`src/rtl/count_seq_ctrl_if.sv`:
```
// Command channel for count_seq_ctrl.
// A command is a (start, end) range offered with a valid/ready handshake.
// Signals:
//   cmd_valid  command present (from the command source)
//   cmd_ready  controller can take a command this cycle
//   cmd_start  first value of the range
//   cmd_end    last value of the range, inclusive
// Modports:
//   master  command source
//   slave   controller
interface count_seq_ctrl_if #(
   parameter int WIDTH = 8
);
   logic             cmd_valid;
   logic             cmd_ready;
   logic [WIDTH-1:0] cmd_start;
   logic [WIDTH-1:0] cmd_end;

   modport master (
      output cmd_valid,
      output cmd_start,
      output cmd_end,
      input  cmd_ready
   );

   modport slave (
      input  cmd_valid,
      input  cmd_start,
      input  cmd_end,
      output cmd_ready
   );
endinterface

```
`src/rtl/count_seq_ctrl.sv`:
```
// Sequencing controller for a bounded up-counter.
// Takes a (start, end) range command and steps out from start to end, one
// value per clock, with pause/abort and a completion pulse. With AUTO_RUN set
// it sweeps DEF_START..DEF_END once after every reset release.
// Ports:
//   clk        clock, all logic on posedge
//   rst_n      synchronous active-low reset
//   cmd        command channel (slave side of count_seq_ctrl_if)
//   pause      hold the counter while high
//   abort      terminate the current run
//   out        counter value
//   out_valid  1-cycle strobe per new value of out
//   busy       high while running
//   done       1-cycle pulse when a run completes
//   err        1-cycle pulse when a command is rejected (end < start)
//
// state | meaning
// ------+--------------------------------------------------------------
// IDLE  | waiting for a command or a pending auto-run
// RUN   | stepping out towards end_r
// DONE  | one-cycle completion state; may accept the next command
module count_seq_ctrl #(
   parameter int               WIDTH     = 8,
   parameter logic [WIDTH-1:0] DEF_START = WIDTH'(5),
   parameter logic [WIDTH-1:0] DEF_END   = WIDTH'(67),
   parameter bit               AUTO_RUN  = 1'b1
) (
   input  logic             clk,
   input  logic             rst_n,
   count_seq_ctrl_if.slave  cmd,
   input  logic             pause,
   input  logic             abort,
   output logic [WIDTH-1:0] out,
   output logic             out_valid,
   output logic             busy,
   output logic             done,
   output logic             err
);

   typedef enum logic [1:0] {
      S_IDLE = 2'd0,
      S_RUN  = 2'd1,
      S_DONE = 2'd2
   } state_t;

   state_t           state;
   state_t           state_nxt;
   logic             auto_pend;
   logic [WIDTH-1:0] end_r;

   logic [WIDTH-1:0] out_nxt;
   logic [WIDTH-1:0] end_nxt;
   logic             valid_nxt;
   logic             done_nxt;
   logic             err_nxt;

   logic             accept;
   logic             load;
   logic [WIDTH-1:0] ld_start;
   logic [WIDTH-1:0] ld_end;
   logic             ld_bad;
   logic             at_end;

   // A pending auto-run owns the load slot, so the external command is
   // refused on that cycle.
   assign cmd.cmd_ready = ((state == S_IDLE) || (state == S_DONE)) && !abort && !auto_pend;
   assign accept        = cmd.cmd_valid && cmd.cmd_ready;
   assign load          = (state != S_RUN) && (auto_pend || accept);
   assign ld_start      = auto_pend ? DEF_START : cmd.cmd_start;
   assign ld_end        = auto_pend ? DEF_END   : cmd.cmd_end;
   assign ld_bad        = ld_end < ld_start;
   assign at_end        = (out == end_r);
   assign busy          = (state == S_RUN);

   always_ff @(posedge clk) begin
      if (!rst_n) begin
         state     <= S_IDLE;
         auto_pend <= AUTO_RUN;
         end_r     <= '0;
         out       <= '0;
         out_valid <= 1'b0;
         done      <= 1'b0;
         err       <= 1'b0;
      end else begin
         state     <= state_nxt;
         // The flag is only ever armed in IDLE, where it is consumed by the
         // first edge out of reset.
         auto_pend <= 1'b0;
         end_r     <= end_nxt;
         out       <= out_nxt;
         out_valid <= valid_nxt;
         done      <= done_nxt;
         err       <= err_nxt;
      end
   end

   always_comb begin
      state_nxt = state;
      case (state)
         S_IDLE, S_DONE: begin
            if (load && !ld_bad) state_nxt = S_RUN;
            else                 state_nxt = S_IDLE;
         end
         S_RUN: begin
            if (abort)       state_nxt = S_IDLE;
            else if (pause)  state_nxt = S_RUN;
            else if (at_end) state_nxt = S_DONE;
            else             state_nxt = S_RUN;
         end
         default: state_nxt = S_IDLE;
      endcase
   end

   always_comb begin
      out_nxt   = out;
      end_nxt   = end_r;
      valid_nxt = 1'b0;
      done_nxt  = 1'b0;
      err_nxt   = 1'b0;
      case (state)
         S_IDLE, S_DONE: begin
            if (load) begin
               if (ld_bad) begin
                  err_nxt = 1'b1;
               end else begin
                  out_nxt   = ld_start;
                  end_nxt   = ld_end;
                  valid_nxt = 1'b1;
               end
            end
         end
         S_RUN: begin
            if (abort || pause) begin
               out_nxt = out;
            end else if (at_end) begin
               done_nxt = 1'b1;
            end else begin
               // out < end_r here, so the increment cannot wrap.
               out_nxt   = out + WIDTH'(1);
               valid_nxt = 1'b1;
            end
         end
         default: ;
      endcase
   end

endmodule

```
`src/flat_wrapper.sv`:
```
// flat-port wrapper written by rule: the top's interface ports become plain ports
module count_seq_ctrl_flat 
#(
   parameter int               WIDTH     = 8,
   parameter logic [WIDTH-1:0] DEF_START = WIDTH'(5),
   parameter logic [WIDTH-1:0] DEF_END   = WIDTH'(67),
   parameter bit               AUTO_RUN  = 1'b1
)
  (clk, rst_n, pause, abort, out, out_valid, busy, done, err, cmd_cmd_valid, cmd_cmd_start, cmd_cmd_end, cmd_cmd_ready);
  count_seq_ctrl_if #(.WIDTH(WIDTH)) cmd_i ();
  input  logic clk;
  input  logic rst_n;
  input  logic pause;
  input  logic abort;
  output logic [WIDTH-1:0] out;
  output logic out_valid;
  output logic busy;
  output logic done;
  output logic err;
  input wire logic [$bits(cmd_i.cmd_valid)-1:0] cmd_cmd_valid;
  input wire logic [$bits(cmd_i.cmd_start)-1:0] cmd_cmd_start;
  input wire logic [$bits(cmd_i.cmd_end)-1:0] cmd_cmd_end;
  output wire logic [$bits(cmd_i.cmd_ready)-1:0] cmd_cmd_ready;
  assign cmd_i.cmd_valid = cmd_cmd_valid;
  assign cmd_i.cmd_start = cmd_cmd_start;
  assign cmd_i.cmd_end = cmd_cmd_end;
  assign cmd_cmd_ready = cmd_i.cmd_ready;
  count_seq_ctrl #(.WIDTH(WIDTH), .DEF_START(DEF_START), .DEF_END(DEF_END), .AUTO_RUN(AUTO_RUN)) u_core (.clk(clk), .rst_n(rst_n), .cmd(cmd_i), .pause(pause), .abort(abort), .out(out), .out_valid(out_valid), .busy(busy), .done(done), .err(err));
endmodule
```
`config.mk`:
```
export PLATFORM = sky130hd
export DESIGN_NAME = count_seq_ctrl_flat
export DESIGN_NICKNAME = d
export VERILOG_FILES = /design/src/rtl/count_seq_ctrl_if.sv /design/src/rtl/count_seq_ctrl.sv /design/src/flat_wrapper.sv
export SDC_FILE = /design/constraint.sdc
export NUM_CORES = 1
export LEC_CHECK = 0
export ABC_CLOCK_PERIOD_IN_PS = 2200
export CORE_ASPECT_RATIO = 1.75
export CORE_MARGIN = 3
export CORE_UTILIZATION = 40
export CTS_BUF_LIST = sky130_fd_sc_hd__clkbuf_2 sky130_fd_sc_hd__clkbuf_4 sky130_fd_sc_hd__clkbuf_8
export DETAILED_ROUTE_END_ITERATION = 8
export PLACE_DENSITY_LB_ADDON = 0.12
export SLEW_MARGIN = 20
export SYNTH_ARGS = -nofsm -noshare
export SYNTH_HDL_FRONTEND = slang
export SYNTH_SLANG_ARGS = --single-unit
export TNS_END_PERCENT = 100
```
`constraint.sdc`:
```
create_clock -name clk -period 2.2 [get_ports clk]
set_input_delay 0.44 -clock clk [delete_from_list [all_inputs] [get_ports clk]]
set_output_delay 0.44 -clock clk [all_outputs]
set_load 0.05 [all_outputs]
```
==> results of run 1 <==
## kinds of logic after synthesis
| kind of cell | synth area share |
|---|---|
| AND/OR/NAND/NOR | 0.2577 |
| AO/OA/AOI/OAI | 0.2551 |
| flip-flops | 0.3014 |
| buffers and inverters | 0.05136 |
| XOR/XNOR | 0.06593 |
| adder cells (fa/ha/maj) | 0.06850 |
## flip-flops by register name, indices dropped and copies added, names as in the netlist
signal            cells
u_core.state          2
u_core.err            1
u_core.out            8
u_core.end_r          8
u_core.done           1
u_core.out_valid      1
u_core.auto_pend      1
## worst reg2reg max path: cells and delay by family, from the launching register on
kind / cells / cell delay, ns
adder cells (fa/ha/maj): 1 / 0.27
flip-flops: 1 / 0.42
AND/OR/NAND/NOR: 2 / 0.44
buffers and inverters: 1 / 0.17
AO/OA/AOI/OAI: 4 / 0.83
## cell type report
class / instances / area share
Clock buffer: 4 / 0.02272
Inverter: 4 / 0.006195
Multi-Input combinational cell: 136 / 0.4858
Sequential cell: 22 / 0.1833
Tap cell: 45 / 0.02323
Timing Repair Buffer: 72 / 0.2788
## layer usage
layer | wire, um | share of wire | up-vias
met5 | 0 | 0 | -
met1 | 1846 | 0.37 | 762
met2 | 2796 | 0.56 | 65
met3 | 212 | 0.043 | 12
met4 | 123 | 0.025 | 0
li1 | - | - | 767
## worst max-delay path by stage
stage / cells after the start / start / slack, ns / end
CTS: 9 / cmd_cmd_end[1] / 0.02 / u_core.out[0]$_SDFFE_PN0P_
global route: 9 / cmd_cmd_start[2] / -0.12 / u_core.out[0]$_SDFFE_PN0P_
global placement: 8 / cmd_cmd_end[1] / -0.33 / u_core.end_r[1]$_SDFFE_PN0P_
finish: 10 / cmd_cmd_start[6] / -0.05 / u_core.end_r[5]$_SDFFE_PN0P_
detailed placement: 8 / cmd_cmd_end[1] / -0.38 / u_core.end_r[1]$_SDFFE_PN0P_
floorplan: 9 / u_core.auto_pend$_DFF_P_ / 0.04 / u_core.out[0]$_SDFFE_PN0P_
## through the flow
stage	utilization	instance area (sq um)	total power [mW]	setup TNS [ns]
3_3_place_gp	0.5922	2033	0.9978	-5.250
6_report	0.7059	2424	1.413	-0.07160
2_1_floorplan	-	1463	0.8051	0
4_1_cts	0.6316	2168	1.329	0
5_1_grt	0.7059	2424	1.481	-0.5456
3_5_place_dp	0.5922	2033	1.007	-6.228
## where the power goes
| part | total (mW) | leakage (nW) | switching, mW | internal (mW) |
|---|---|---|---|---|
| logic | 0.631 | 0.762 | 0.337 | 0.294 |
| registers | 0.481 | 0.180 | 0.0491 | 0.432 |
| clock network | 0.300 | 0.0288 | 0.140 | 0.160 |
## synthesized netlist by cell type, drive strengths merged
| library cell | instances |
|---|---|
| and4 | 1 |
| o32ai | 1 |
| nand3b | 1 |
| o22ai | 6 |
| ha | 8 |
| o21ba | 1 |
| nor2b | 6 |
| nor3b | 1 |
| inv | 4 |
| o21bai | 1 |
| a211oi | 3 |
| dfxtp | 22 |
| o211ai | 1 |
| a211o | 1 |
| and3 | 4 |
| a21boi | 1 |
| a21oi | 9 |
| nor4b | 1 |
| nand2b | 7 |
| o21ai | 14 |
| a31oi | 9 |
| nor4 | 1 |
| clkbuf | 4 |
| xnor2 | 8 |
| a32oi | 2 |
| nand4 | 2 |
| nand2 | 14 |
| or2 | 2 |
| buf | 6 |
| nor2 | 9 |
| o311ai | 1 |
| nand3 | 8 |
| o221a | 2 |
| nor3 | 11 |
## placed cells by master, fill, tap and decap left out, types with 3 or more instances in the layout
master,netlist,routed
sky130_fd_sc_hd__nor3_2,1,4
sky130_fd_sc_hd__and3_1,4,3
sky130_fd_sc_hd__nor2_1,9,7
sky130_fd_sc_hd__nor3_1,10,6
sky130_fd_sc_hd__dfxtp_1,22,21
sky130_fd_sc_hd__buf_4,1,34
sky130_fd_sc_hd__o21ai_1,1,3
sky130_fd_sc_hd__ha_4,0,5
sky130_fd_sc_hd__o21ai_2,1,5
sky130_fd_sc_hd__o21ai_0,11,5
sky130_fd_sc_hd__nand2b_1,7,6
sky130_fd_sc_hd__nand3_1,7,7
sky130_fd_sc_hd__nor2b_4,0,3
sky130_fd_sc_hd__inv_1,4,4
sky130_fd_sc_hd__clkdlybuf4s50_1,0,23
sky130_fd_sc_hd__clkbuf_8,0,4
sky130_fd_sc_hd__dlymetal6s2s_1,0,8
sky130_fd_sc_hd__nand2_1,14,14
sky130_fd_sc_hd__xnor2_1,6,6
sky130_fd_sc_hd__o22ai_1,6,6
sky130_fd_sc_hd__a21oi_2,0,3
sky130_fd_sc_hd__a31oi_1,9,9
sky130_fd_sc_hd__buf_6,2,4
sky130_fd_sc_hd__a21oi_1,9,6
## repair_timing
action / in CTS / in global routing
cloned: 0 / 1
pin swaps: 6 / 23
resized for setup: 14 / 49
buffers inserted: 1 / 7
endpoints found under the setup margin: 16 / 16
hold endpoints to repair: 0 / 0
==> run_summary.xml, run 1 <==
<?xml version="1.0" encoding="UTF-8"?>
<metrics>
  <group name="outcome">
    <metric name="run_status" unit="">finished, violations left</metric>
    <metric name="failed_checks" unit="">negative setup slack</metric>
  </group>
  <group name="sta">
    <metric name="fin_crit" unit="ns">2.252</metric>
    <metric name="post-route-worst-setup-slack" unit="ns">-0.05202</metric>
    <metric name="final-hold-violation-count" unit="">0</metric>
    <metric name="report.final.setup_viol" unit="">2</metric>
    <metric name="unrepaired_setup_endpoints_after_global_routing" unit="">true</metric>
    <metric name="timing.max_slew.rel_slack" unit="">0.6628</metric>
    <metric name="max_slew.worst_pin.slew" unit="ns">0.5042</metric>
    <metric name="max_freq" unit="GHz">0.4440</metric>
    <metric name="timing_max_transition_violations_final" unit="">0</metric>
    <metric name="skew" unit="ns">0.007045</metric>
    <metric name="finalCritPeriodShare" unit="">1.024</metric>
    <metric name="hold_ws" unit="ns">0.4971</metric>
  </group>
  <group name="worst_setup_path">
    <metric name="ff2ff_setup_slack" unit="ns">0.01</metric>
    <metric name="critical_path.reg2reg.startpoint" unit="">u_core.auto_pend$_DFF_P_</metric>
    <metric name="regToRegEndpoint" unit="">u_core.out[0]$_SDFFE_PN0P_</metric>
    <metric name="r2r.worst_path.cells" unit="">8</metric>
    <metric name="critical_path_s_largest_stage_delay" unit="ns">0.47</metric>
    <metric name="setup.worst_path.end_class" unit="">register</metric>
    <metric name="startpoint_type" unit="">input port</metric>
    <metric name="critical_path_buf_inv_count" unit="">3</metric>
    <metric name="cp_max_fo" unit="">5</metric>
    <metric name="setup.worst_path.class" unit="">in -&gt; reg</metric>
    <metric name="cp.required" unit="ns">2.37</metric>
    <metric name="critical_path.cell_chain" unit="">clkdlybuf4s50_1 -&gt; nand2b_1 -&gt; ha_4 -&gt; a211oi_4 -&gt; nor2_4 -&gt; buf_6 -&gt; a211oi_4 -&gt; buf_6 -&gt; o21ai_1 -&gt; a21oi_1</metric>
    <metric name="worst_ep_arrival_time" unit="ns">2.43</metric>
    <metric name="gate_family_responsible_for_the_most_delay_along_the_worst_path" unit="">compound AO/OA/AOI/OAI gates</metric>
    <metric name="crit_slowest_cell" unit="">sky130_fd_sc_hd__clkdlybuf4s50_1</metric>
  </group>
  <group name="power_and_ir_drop">
    <metric name="worst_vdd_ir" unit="mV">0.5518</metric>
    <metric name="power_density_of_the_placed_cells" unit="nW/um^2">583.0</metric>
    <metric name="p_leak" unit="nW">0.9710</metric>
  </group>
  <group name="routing">
    <metric name="drc" unit="">0</metric>
    <metric name="ant_nets" unit="">0</metric>
    <metric name="1st_iter_drt_viols" unit="">65</metric>
    <metric name="dr_vias_cell" unit="">5.675</metric>
    <metric name="wirelength" unit="um">4978</metric>
    <metric name="drtPass1Iterations" unit="">4</metric>
    <metric name="dr_total_vias" unit="">1606</metric>
    <metric name="detail_route.wl_per_cell" unit="um">17.59</metric>
  </group>
  <group name="clocking">
    <metric name="clk_root_buffer_cell" unit="">sky130_fd_sc_hd__clkbuf_8</metric>
    <metric name="tritoncts.num_buffers" unit="">3</metric>
    <metric name="path_clk_slew" unit="ns">0.09</metric>
    <metric name="cts.sinks" unit="">22</metric>
    <metric name="clkLatencyLatePin" unit="ns">0.27</metric>
    <metric name="cts_hold_buf" unit="">0</metric>
    <metric name="tritoncts" unit="">done</metric>
    <metric name="clockBufferDepth" unit="">2</metric>
    <metric name="htree_num_levels" unit="">1</metric>
  </group>
  <group name="layout">
    <metric name="sequential_cell_area" unit="sq um">444.2</metric>
    <metric name="finish.cell_count_without_fillers" unit="">283</metric>
    <metric name="insertedDiodeCount" unit="">0</metric>
    <metric name="area_growth" unit="%">65.84</metric>
    <metric name="layout_cells_sized_above_1" unit="">0.3824</metric>
    <metric name="filler_cell_count" unit="">272</metric>
    <metric name="finish.net_count" unit="">268</metric>
    <metric name="multi_input_area" unit="sq um">1177</metric>
  </group>
  <group name="yosys">
    <metric name="synth_top_area_share" unit="">0.3014</metric>
    <metric name="netlist_top_cells_area" unit="">sky130_fd_sc_hd__dfxtp_1, sky130_fd_sc_hd__ha_1, sky130_fd_sc_hd__a31oi_1</metric>
    <metric name="netlist_area" unit="sq um">1461</metric>
    <metric name="yosys.cell_types.count" unit="">45</metric>
    <metric name="postSynthAreaPerCell" unit="sq um">8.497</metric>
    <metric name="yosys_warnings" unit="">0</metric>
    <metric name="synth_seq_cells" unit="">22</metric>
    <metric name="yosysTopAreaCell" unit="">sky130_fd_sc_hd__dfxtp_1</metric>
    <metric name="netlist_instances" unit="">172</metric>
    <metric name="ys_seq_area_frac" unit="">0.3014</metric>
    <metric name="synth_fp_nets" unit="">201</metric>
  </group>
  <group name="global_route">
    <metric name="global_route.peak_usage_layer" unit="">met2</metric>
    <metric name="grt_remaining_overflow" unit="">0</metric>
    <metric name="use_met1" unit="">0.2256</metric>
    <metric name="global_route.usage.met2" unit="">0.3898</metric>
    <metric name="antenna_found_initial" unit="">0</metric>
    <metric name="first_global_vias" unit="">1507</metric>
    <metric name="grt.met3_usage" unit="">0.02261</metric>
    <metric name="grt_first_pass_wirelength" unit="um">7072</metric>
    <metric name="global_route.usage.total" unit="">0.2094</metric>
    <metric name="pin_count_of_the_biggest_net_entering_global_routing" unit="">17</metric>
  </group>
  <group name="die">
    <metric name="dieArea" unit="sq um">4443</metric>
    <metric name="initial_core_utilization" unit="">0.4257</metric>
    <metric name="dieHeight" unit="um">85.96</metric>
    <metric name="fp.dieW" unit="um">51.69</metric>
    <metric name="core_area" unit="sq um">3433</metric>
    <metric name="placementRows" unit="">28</metric>
    <metric name="floorplan.io_pins" unit="">34</metric>
  </group>
  <group name="hold_path">
    <metric name="timing.hold.worst_endpoint" unit="">u_core.end_r[7]$_SDFFE_PN0P_</metric>
    <metric name="holdCritStartpoint" unit="">u_core.end_r[7]$_SDFFE_PN0P_</metric>
    <metric name="min_path_cells" unit="">2</metric>
    <metric name="worst_hold_path_type" unit="">reg -&gt; reg</metric>
  </group>
  <group name="job">
    <metric name="maxCapViolations" unit="">0</metric>
  </group>
  <group name="place">
    <metric name="detailedPlacementHpwl" unit="um">3295</metric>
    <metric name="placed_cells_incl_taps" unit="">270</metric>
    <metric name="port-buffer-count" unit="">33</metric>
    <metric name="pre_cts_setup_slack" unit="ns">-0.3820</metric>
    <metric name="place_congestion" unit="">0.9068</metric>
  </group>
</metrics>
(Power assumes the default switching activity.)
==> inputs of run 2 (changes only) <==
- MAX_ROUTING_LAYER: unset -> met4
==> run 2 against run 1 <==
  * The run now ends clean
  * Hold slack worse by 0.00062 ns
  * Sequential power hardly changed
  * Critical path depth shrank 2
  * Clock skew shrank 0.0064 ns
  * Combinational power fell by 5.2%
==> run_summary.xml, run 2 (synthesis gave the netlist of run 1 again) <==
<?xml version="1.0" encoding="UTF-8"?>
<metrics>
  <group name="outcome">
    <metric name="run_status" unit="">finished, final reports clean</metric>
  </group>
  <group name="worst_setup_path">
    <metric name="gate_family_responsible_for_the_most_delay_along_the_worst_path" unit="">simple AND/OR/NAND/NOR gates</metric>
    <metric name="startpoint_type" unit="">input port</metric>
    <metric name="worst_ep_arrival_time" unit="ns">2.32</metric>
    <metric name="setup.worst_path.class" unit="">in -&gt; reg</metric>
    <metric name="critical_path.cell_chain" unit="">clkdlybuf4s50_1 -&gt; or2_4 -&gt; ha_4 -&gt; and4_1 -&gt; nand3_2 -&gt; and3_4 -&gt; buf_6 -&gt; o221a_4</metric>
    <metric name="cp.required" unit="ns">2.35</metric>
    <metric name="critical_path.reg2reg.startpoint" unit="">u_core.auto_pend$_DFF_P_</metric>
    <metric name="critical_path_s_largest_stage_delay" unit="ns">0.39</metric>
    <metric name="cp_max_fo" unit="">5</metric>
    <metric name="crit_slowest_cell" unit="">sky130_fd_sc_hd__clkdlybuf4s50_1</metric>
    <metric name="crit_start" unit="">cmd_cmd_end[6]</metric>
    <metric name="critical_path_buf_inv_count" unit="">2</metric>
    <metric name="setup.worst_path.end_class" unit="">register</metric>
  </group>
  <group name="routing">
    <metric name="dr_vias_cell" unit="">5.554</metric>
    <metric name="total_routed_wire_length_on_the_met1_layer" unit="um">1686</metric>
    <metric name="drtPass1Iterations" unit="">4</metric>
    <metric name="ant_nets" unit="">0</metric>
    <metric name="dr_total_vias" unit="">1544</metric>
    <metric name="detail_route.wl_per_cell" unit="um">16.08</metric>
    <metric name="wirelength" unit="um">4471</metric>
    <metric name="top_layer" unit="">met4</metric>
    <metric name="1st_iter_drt_viols" unit="">62</metric>
    <metric name="wl_met3" unit="um">192</metric>
    <metric name="wl_met2" unit="um">2555</metric>
    <metric name="drc" unit="">0</metric>
  </group>
  <group name="die">
    <metric name="initial_core_utilization" unit="">0.4257</metric>
    <metric name="dieArea" unit="sq um">4443</metric>
    <metric name="fp.dieW" unit="um">51.69</metric>
    <metric name="core_area" unit="sq um">3433</metric>
    <metric name="floorplan.io_pins" unit="">34</metric>
    <metric name="placementRows" unit="">28</metric>
    <metric name="dieHeight" unit="um">85.96</metric>
  </group>
  <group name="power_and_ir_drop">
    <metric name="worst_vdd_ir" unit="mV">0.3820</metric>
    <metric name="total_power" unit="mW">1.323</metric>
    <metric name="power_density_of_the_placed_cells" unit="nW/um^2">572.1</metric>
    <metric name="p_leak" unit="nW">0.9114</metric>
  </group>
  <group name="global_route">
    <metric name="first_global_vias" unit="">1527</metric>
    <metric name="antenna_found_initial" unit="">0</metric>
    <metric name="grt_remaining_overflow" unit="">0</metric>
    <metric name="global_route.usage.total" unit="">0.2072</metric>
    <metric name="pin_count_of_the_biggest_net_entering_global_routing" unit="">15</metric>
    <metric name="grt_first_pass_wirelength" unit="um">6927</metric>
  </group>
  <group name="clocking">
    <metric name="htree_num_levels" unit="">1</metric>
    <metric name="clkLatencyLatePin" unit="ns">0.25</metric>
    <metric name="tritoncts.num_buffers" unit="">3</metric>
    <metric name="clockBufferDepth" unit="">2</metric>
    <metric name="cts_hold_buf" unit="">0</metric>
    <metric name="tritoncts" unit="">done</metric>
    <metric name="clk_root_buffer_cell" unit="">sky130_fd_sc_hd__clkbuf_8</metric>
    <metric name="cts.sinks" unit="">22</metric>
    <metric name="path_clk_slew" unit="ns">0.08</metric>
  </group>
  <group name="place">
    <metric name="port-buffer-count" unit="">33</metric>
    <metric name="detailedPlacementHpwl" unit="um">3378</metric>
    <metric name="place_congestion" unit="">0.9657</metric>
  </group>
  <group name="layout">
    <metric name="commonest_cells_after_routing_fill_and_taps_aside" unit="">sky130_fd_sc_hd__buf_4, sky130_fd_sc_hd__clkdlybuf4s50_1, sky130_fd_sc_hd__dfxtp_1</metric>
    <metric name="area_growth" unit="%">58.30</metric>
    <metric name="layout_commonest_cell" unit="">sky130_fd_sc_hd__buf_4</metric>
    <metric name="biggestRegsByFlops" unit="">u_core.end_r (8), u_core.out (8), u_core.state (2)</metric>
    <metric name="layout_cells_sized_above_1" unit="">0.3133</metric>
    <metric name="post-route-util" unit="">0.6738</metric>
    <metric name="insertedDiodeCount" unit="">0</metric>
    <metric name="finish.net_count" unit="">264</metric>
  </group>
  <group name="sta">
    <metric name="finalCritPeriodShare" unit="">0.9835</metric>
    <metric name="skew" unit="ns">0.0006334</metric>
    <metric name="report.final.setup_viol" unit="">0</metric>
    <metric name="timing.max_slew.rel_slack" unit="">0.6664</metric>
    <metric name="final-hold-violation-count" unit="">0</metric>
    <metric name="fin_crit" unit="ns">2.164</metric>
    <metric name="max_freq" unit="GHz">0.4622</metric>
    <metric name="max_slew.worst_pin.slew" unit="ns">0.4989</metric>
    <metric name="timing_max_transition_violations_final" unit="">0</metric>
  </group>
  <group name="job">
    <metric name="maxCapViolations" unit="">0</metric>
  </group>
  <group name="hold_path">
    <metric name="worst_hold_path_type" unit="">reg -&gt; reg</metric>
    <metric name="holdCritStartpoint" unit="">u_core.end_r[7]$_SDFFE_PN0P_</metric>
  </group>
</metrics>
run 2: changes by cell type in the layout (fill, tap and decap cells not counted), sizes merged:
cell and change:
buf -4, clkdlybuf4s50 +3, clkbuf -1, dlymetal6s2s -3
run 2: worst reg2reg max path, cell delays in order (launching register included):
cell and delay (ns):
sky130_fd_sc_hd__dfxtp_4 0.42, sky130_fd_sc_hd__buf_4 0.16, sky130_fd_sc_hd__nand2b_1 0.16, sky130_fd_sc_hd__ha_1 0.32, sky130_fd_sc_hd__and4_1 0.35, sky130_fd_sc_hd__nand3_2 0.12
sky130_fd_sc_hd__and3_4 0.20, sky130_fd_sc_hd__buf_6 0.12, sky130_fd_sc_hd__o221a_4 0.20
run 2: worst paths after layout:
| kind | cells after the start | end | slack [ns] |
|---|---|---|---|
| setup reg to reg | 8 | u_core.out[0]$_SDFFE_PN0P_ | 0.05 |
| hold reg to reg | 2 | u_core.end_r[7]$_SDFFE_PN0P_ | 0.50 |
| setup / recovery | 8 | u_core.out[0]$_SDFFE_PN0P_ | 0.04 |
| hold / removal | 2 | u_core.end_r[7]$_SDFFE_PN0P_ | 0.50 |
run 2: cell type report:
cell class / count / area [sq um]
Sequential cell: 22 / 444.2
Inverter: 4 / 15.01
Timing Repair Buffer: 68 / 644.4
Fill cell: 295 / 1120
Multi-Input combinational cell: 136 / 1112
Clock buffer: 3 / 41.29
Tap cell: 45 / 56.30
run 2: what timing repair did:
item / in CTS / in global routing
gates resized for setup: 12 / 32
pin swaps: 6 / 14
setup endpoints to repair: 16 / 17
setup buffers: 1 / 3
run 2: per-stage QoR:
stage               hold WS (ns)  setup TNS (ns)  cell area (sq um)  cells  worst slack [ns]
floorplan                 0.4662               0               1463    172           0.03600
global route              0.5249        -0.04723               2313    278          -0.02329
CTS                       0.5011               0               2142    275           0.02815
global placement          0.4823          -5.282               2041    271           -0.3494
finish                    0.4965               0               2313    278           0.03629
detailed placement        0.4902          -5.593               2041    271           -0.3694
run 2: routing by layer:
metal / vias to the layer above / GRT usage
met5: - / -
met1: 725 / 0.2326
li1: 760 / -
met3: 4 / 0.01913
met2: 55 / 0.3712
met4: 0 / 0.07160
run 2: where the power goes:
group	total, mW	internal [mW]	leakage (nW)	switching (mW)
Clock	0.245	0.122	0.0216	0.123
Sequential	0.481	0.432	0.180	0.0487
Combinational	0.598	0.285	0.709	0.312
Total	1.32	0.839	0.911	0.484
==> inputs of run 3 (changes only) <==
- GPL_TIMING_DRIVEN: unset -> 0
- PLACE_DENSITY: unset -> 0.74
- PLACE_DENSITY_LB_ADDON: 0.12 -> unset
- TNS_END_PERCENT: 100 -> 50
==> run 3 against run 2 <==
  * Design area shrank 2.2%
  * Sequential power shrank 1%
  * Register-to-register slack lost 0.02 ns
  * Hold slack lost 0.0035 ns
  * Critical endpoint is now u_core.end_r[5]$_SDFFE_PN0P_
  * Highest routed layer unchanged
==> run_summary.xml, run 3 (synthesis gave the netlist of run 1 again) <==
<?xml version="1.0" encoding="UTF-8"?>
<metrics>
  <group name="global_route">
    <metric name="grt_first_pass_wirelength" unit="um">7113</metric>
    <metric name="global_route.peak_usage_layer" unit="">met2</metric>
    <metric name="antenna_found_initial" unit="">0</metric>
    <metric name="use_met1" unit="">0.2193</metric>
    <metric name="first_global_vias" unit="">1529</metric>
    <metric name="global_route.usage.met2" unit="">0.3944</metric>
    <metric name="pin_count_of_the_biggest_net_entering_global_routing" unit="">13</metric>
    <metric name="global_route.usage.total" unit="">0.2128</metric>
    <metric name="grt.met3_usage" unit="">0.01565</metric>
    <metric name="grt_remaining_overflow" unit="">0</metric>
  </group>
  <group name="sta">
    <metric name="max_freq" unit="GHz">0.4599</metric>
    <metric name="hold_ws" unit="ns">0.4930</metric>
    <metric name="max_slew.worst_pin.slew" unit="ns">0.6622</metric>
    <metric name="timing_max_transition_violations_final" unit="">0</metric>
    <metric name="timing.max_slew.rel_slack" unit="">0.5576</metric>
    <metric name="report.final.setup_viol" unit="">0</metric>
    <metric name="unrepaired_setup_endpoints_after_global_routing" unit="">true</metric>
    <metric name="finalCritPeriodShare" unit="">0.9883</metric>
    <metric name="final-hold-violation-count" unit="">0</metric>
    <metric name="skew" unit="ns">0.002686</metric>
    <metric name="fin_crit" unit="ns">2.174</metric>
  </group>
  <group name="clocking">
    <metric name="tritoncts" unit="">done</metric>
    <metric name="cts.sinks" unit="">22</metric>
    <metric name="clkLatencyLatePin" unit="ns">0.27</metric>
    <metric name="cts_hold_buf" unit="">0</metric>
    <metric name="htree_num_levels" unit="">1</metric>
    <metric name="clockBufferDepth" unit="">2</metric>
    <metric name="path_clk_slew" unit="ns">0.09</metric>
    <metric name="tritoncts.num_buffers" unit="">3</metric>
    <metric name="clk_root_buffer_cell" unit="">sky130_fd_sc_hd__clkbuf_8</metric>
  </group>
  <group name="outcome">
    <metric name="run_status" unit="">finished, final reports clean</metric>
  </group>
  <group name="power_and_ir_drop">
    <metric name="share_comb_of_total_power" unit="">0.434</metric>
    <metric name="power_density_of_the_placed_cells" unit="nW/um^2">610.9</metric>
    <metric name="power_report.internal_total" unit="mW">0.8599</metric>
    <metric name="p_leak" unit="nW">0.8649</metric>
    <metric name="clockPowerShare" unit="">0.222</metric>
    <metric name="reg_power_frac" unit="">0.345</metric>
    <metric name="total_power" unit="mW">1.383</metric>
    <metric name="worst_vdd_ir" unit="mV">0.4007</metric>
    <metric name="sw_frac_of_total" unit="">0.3782</metric>
    <metric name="sw_power" unit="mW">0.5229</metric>
  </group>
  <group name="routing">
    <metric name="detail_route.wl_per_cell" unit="um">18.01</metric>
    <metric name="drc" unit="">0</metric>
    <metric name="dr_vias_cell" unit="">5.858</metric>
    <metric name="dr_total_vias" unit="">1564</metric>
    <metric name="1st_iter_drt_viols" unit="">78</metric>
    <metric name="wirelength" unit="um">4809</metric>
    <metric name="drtPass1Iterations" unit="">4</metric>
    <metric name="ant_nets" unit="">0</metric>
  </group>
  <group name="die">
    <metric name="dieHeight" unit="um">85.96</metric>
    <metric name="placementRows" unit="">28</metric>
    <metric name="core_area" unit="sq um">3433</metric>
    <metric name="fp.dieW" unit="um">51.69</metric>
    <metric name="dieArea" unit="sq um">4443</metric>
    <metric name="initial_core_utilization" unit="">0.4257</metric>
    <metric name="floorplan.io_pins" unit="">34</metric>
  </group>
  <group name="job">
    <metric name="maxCapViolations" unit="">0</metric>
  </group>
  <group name="layout">
    <metric name="insertedDiodeCount" unit="">0</metric>
    <metric name="final_design_area_no_fill" unit="sq um">2263</metric>
    <metric name="finish.net_count" unit="">252</metric>
    <metric name="biggestRegsByFlops" unit="">u_core.end_r (8), u_core.out (8), u_core.state (2)</metric>
    <metric name="multi_input_area" unit="sq um">1152</metric>
    <metric name="layout_cells_sized_above_1" unit="">0.2928</metric>
    <metric name="filler_cell_count" unit="">291</metric>
    <metric name="area_growth" unit="%">54.88</metric>
    <metric name="layout_commonest_cell" unit="">sky130_fd_sc_hd__clkdlybuf4s50_1</metric>
    <metric name="commonest_cells_after_routing_fill_and_taps_aside" unit="">sky130_fd_sc_hd__clkdlybuf4s50_1, sky130_fd_sc_hd__dfxtp_1, sky130_fd_sc_hd__nand2_1</metric>
    <metric name="sequential_cell_area" unit="sq um">441.7</metric>
  </group>
  <group name="worst_setup_path">
    <metric name="worst_ep_arrival_time" unit="ns">2.36</metric>
    <metric name="setup.worst_path.end_class" unit="">register</metric>
    <metric name="startpoint_type" unit="">input port</metric>
    <metric name="critical_path.reg2reg.startpoint" unit="">u_core.auto_pend$_DFF_P_</metric>
    <metric name="cp.required" unit="ns">2.39</metric>
    <metric name="cp_max_fo" unit="">3</metric>
    <metric name="setup.worst_path.class" unit="">in -&gt; reg</metric>
    <metric name="crit_start" unit="">cmd_cmd_end[2]</metric>
  </group>
  <group name="hold_path">
    <metric name="worst_hold_path_type" unit="">reg -&gt; reg</metric>
    <metric name="holdCritStartpoint" unit="">u_core.end_r[2]$_SDFFE_PN0P_</metric>
  </group>
  <group name="place">
    <metric name="port-buffer-count" unit="">33</metric>
    <metric name="detailedPlacementHpwl" unit="um">3003</metric>
    <metric name="placement.cell_area" unit="sq um">1849</metric>
    <metric name="place_congestion" unit="">0.9143</metric>
  </group>
</metrics>
## run 3: changes by cell type in the layout (fill, tap and decap cells not counted), sizes merged
cell and change:
buf -17, dlygate4sd2 +1, and3 +1, dlymetal6s2s +1
clkdlybuf4s50 -1, clkbuf +4
## run 3: worst paths after layout
| kind | end | slack [ns] | cells after the start |
|---|---|---|---|
| min reg2reg | u_core.end_r[2]$_SDFFE_PN0P_ | 0.49 | 2 |
| min | u_core.end_r[2]$_SDFFE_PN0P_ | 0.49 | 2 |
| max | u_core.end_r[5]$_SDFFE_PN0P_ | 0.03 | 9 |
| max reg2reg | u_core.out[3]$_SDFFE_PN0P_ | 0.03 | 11 |
## run 3: area by class of cell
cell class / count / share of cell area
well taps: 45 / 0.02488
plain buffers: 9 / 0.03261
clock buffers: 4 / 0.02432
inverters: 4 / 0.006634
repair buffers: 46 / 0.2073
multi-input cells: 137 / 0.5091
flip-flops and latches: 22 / 0.1951
## run 3: what timing repair did
action / 4_1_cts / 5_1_grt
resized for setup: 20 / 43
pin swaps: 4 / 16
cloned: 1 / 1
setup endpoints to repair: 21 / 20
buffers inserted: 5 / 7
## run 3: metrics by stage
step	util	setup WS, ns	TNS [ns]	std cells
final	0.6593	0.02583	0	267
after global routing	0.6593	-0.06141	-0.4740	267
after CTS	0.5867	-0.003379	-0.005572	259
after detailed placement	0.5386	-0.5706	-8.705	250
after global placement	0.5386	-0.5600	-8.492	250
after floorplan	-	0.03600	0	172
## run 3: metal layers
metal  up-vias  wire [um]
li1        736          -
met1       727       1643
met2        79       2711
met3        22        210
met4         0        244
met5         -          0
## run 3: power by group through the flow
| stage | Clock [mW] | Sequential (mW) | Combinational, mW |
|---|---|---|---|
| 2_1_floorplan | 0 | 0.538 | 0.267 |
| 3_3_place_gp | 0 | 0.481 | 0.462 |
| 3_5_place_dp | 0 | 0.482 | 0.468 |
| 4_1_cts | 0.304 | 0.474 | 0.503 |
| 5_1_grt | 0.314 | 0.480 | 0.635 |
| 6_report | 0.307 | 0.476 | 0.600 |
## run 3: worst max-delay path, cell delays in order
cell	delay (ns)
sky130_fd_sc_hd__clkdlybuf4s50_1	0.45
sky130_fd_sc_hd__nor2b_2	0.18
sky130_fd_sc_hd__ha_1	0.25
sky130_fd_sc_hd__o211ai_1	0.11
sky130_fd_sc_hd__o21ai_2	0.12
sky130_fd_sc_hd__buf_4	0.16
sky130_fd_sc_hd__a211oi_4	0.26
sky130_fd_sc_hd__o21ai_0	0.16
sky130_fd_sc_hd__a21oi_1	0.24
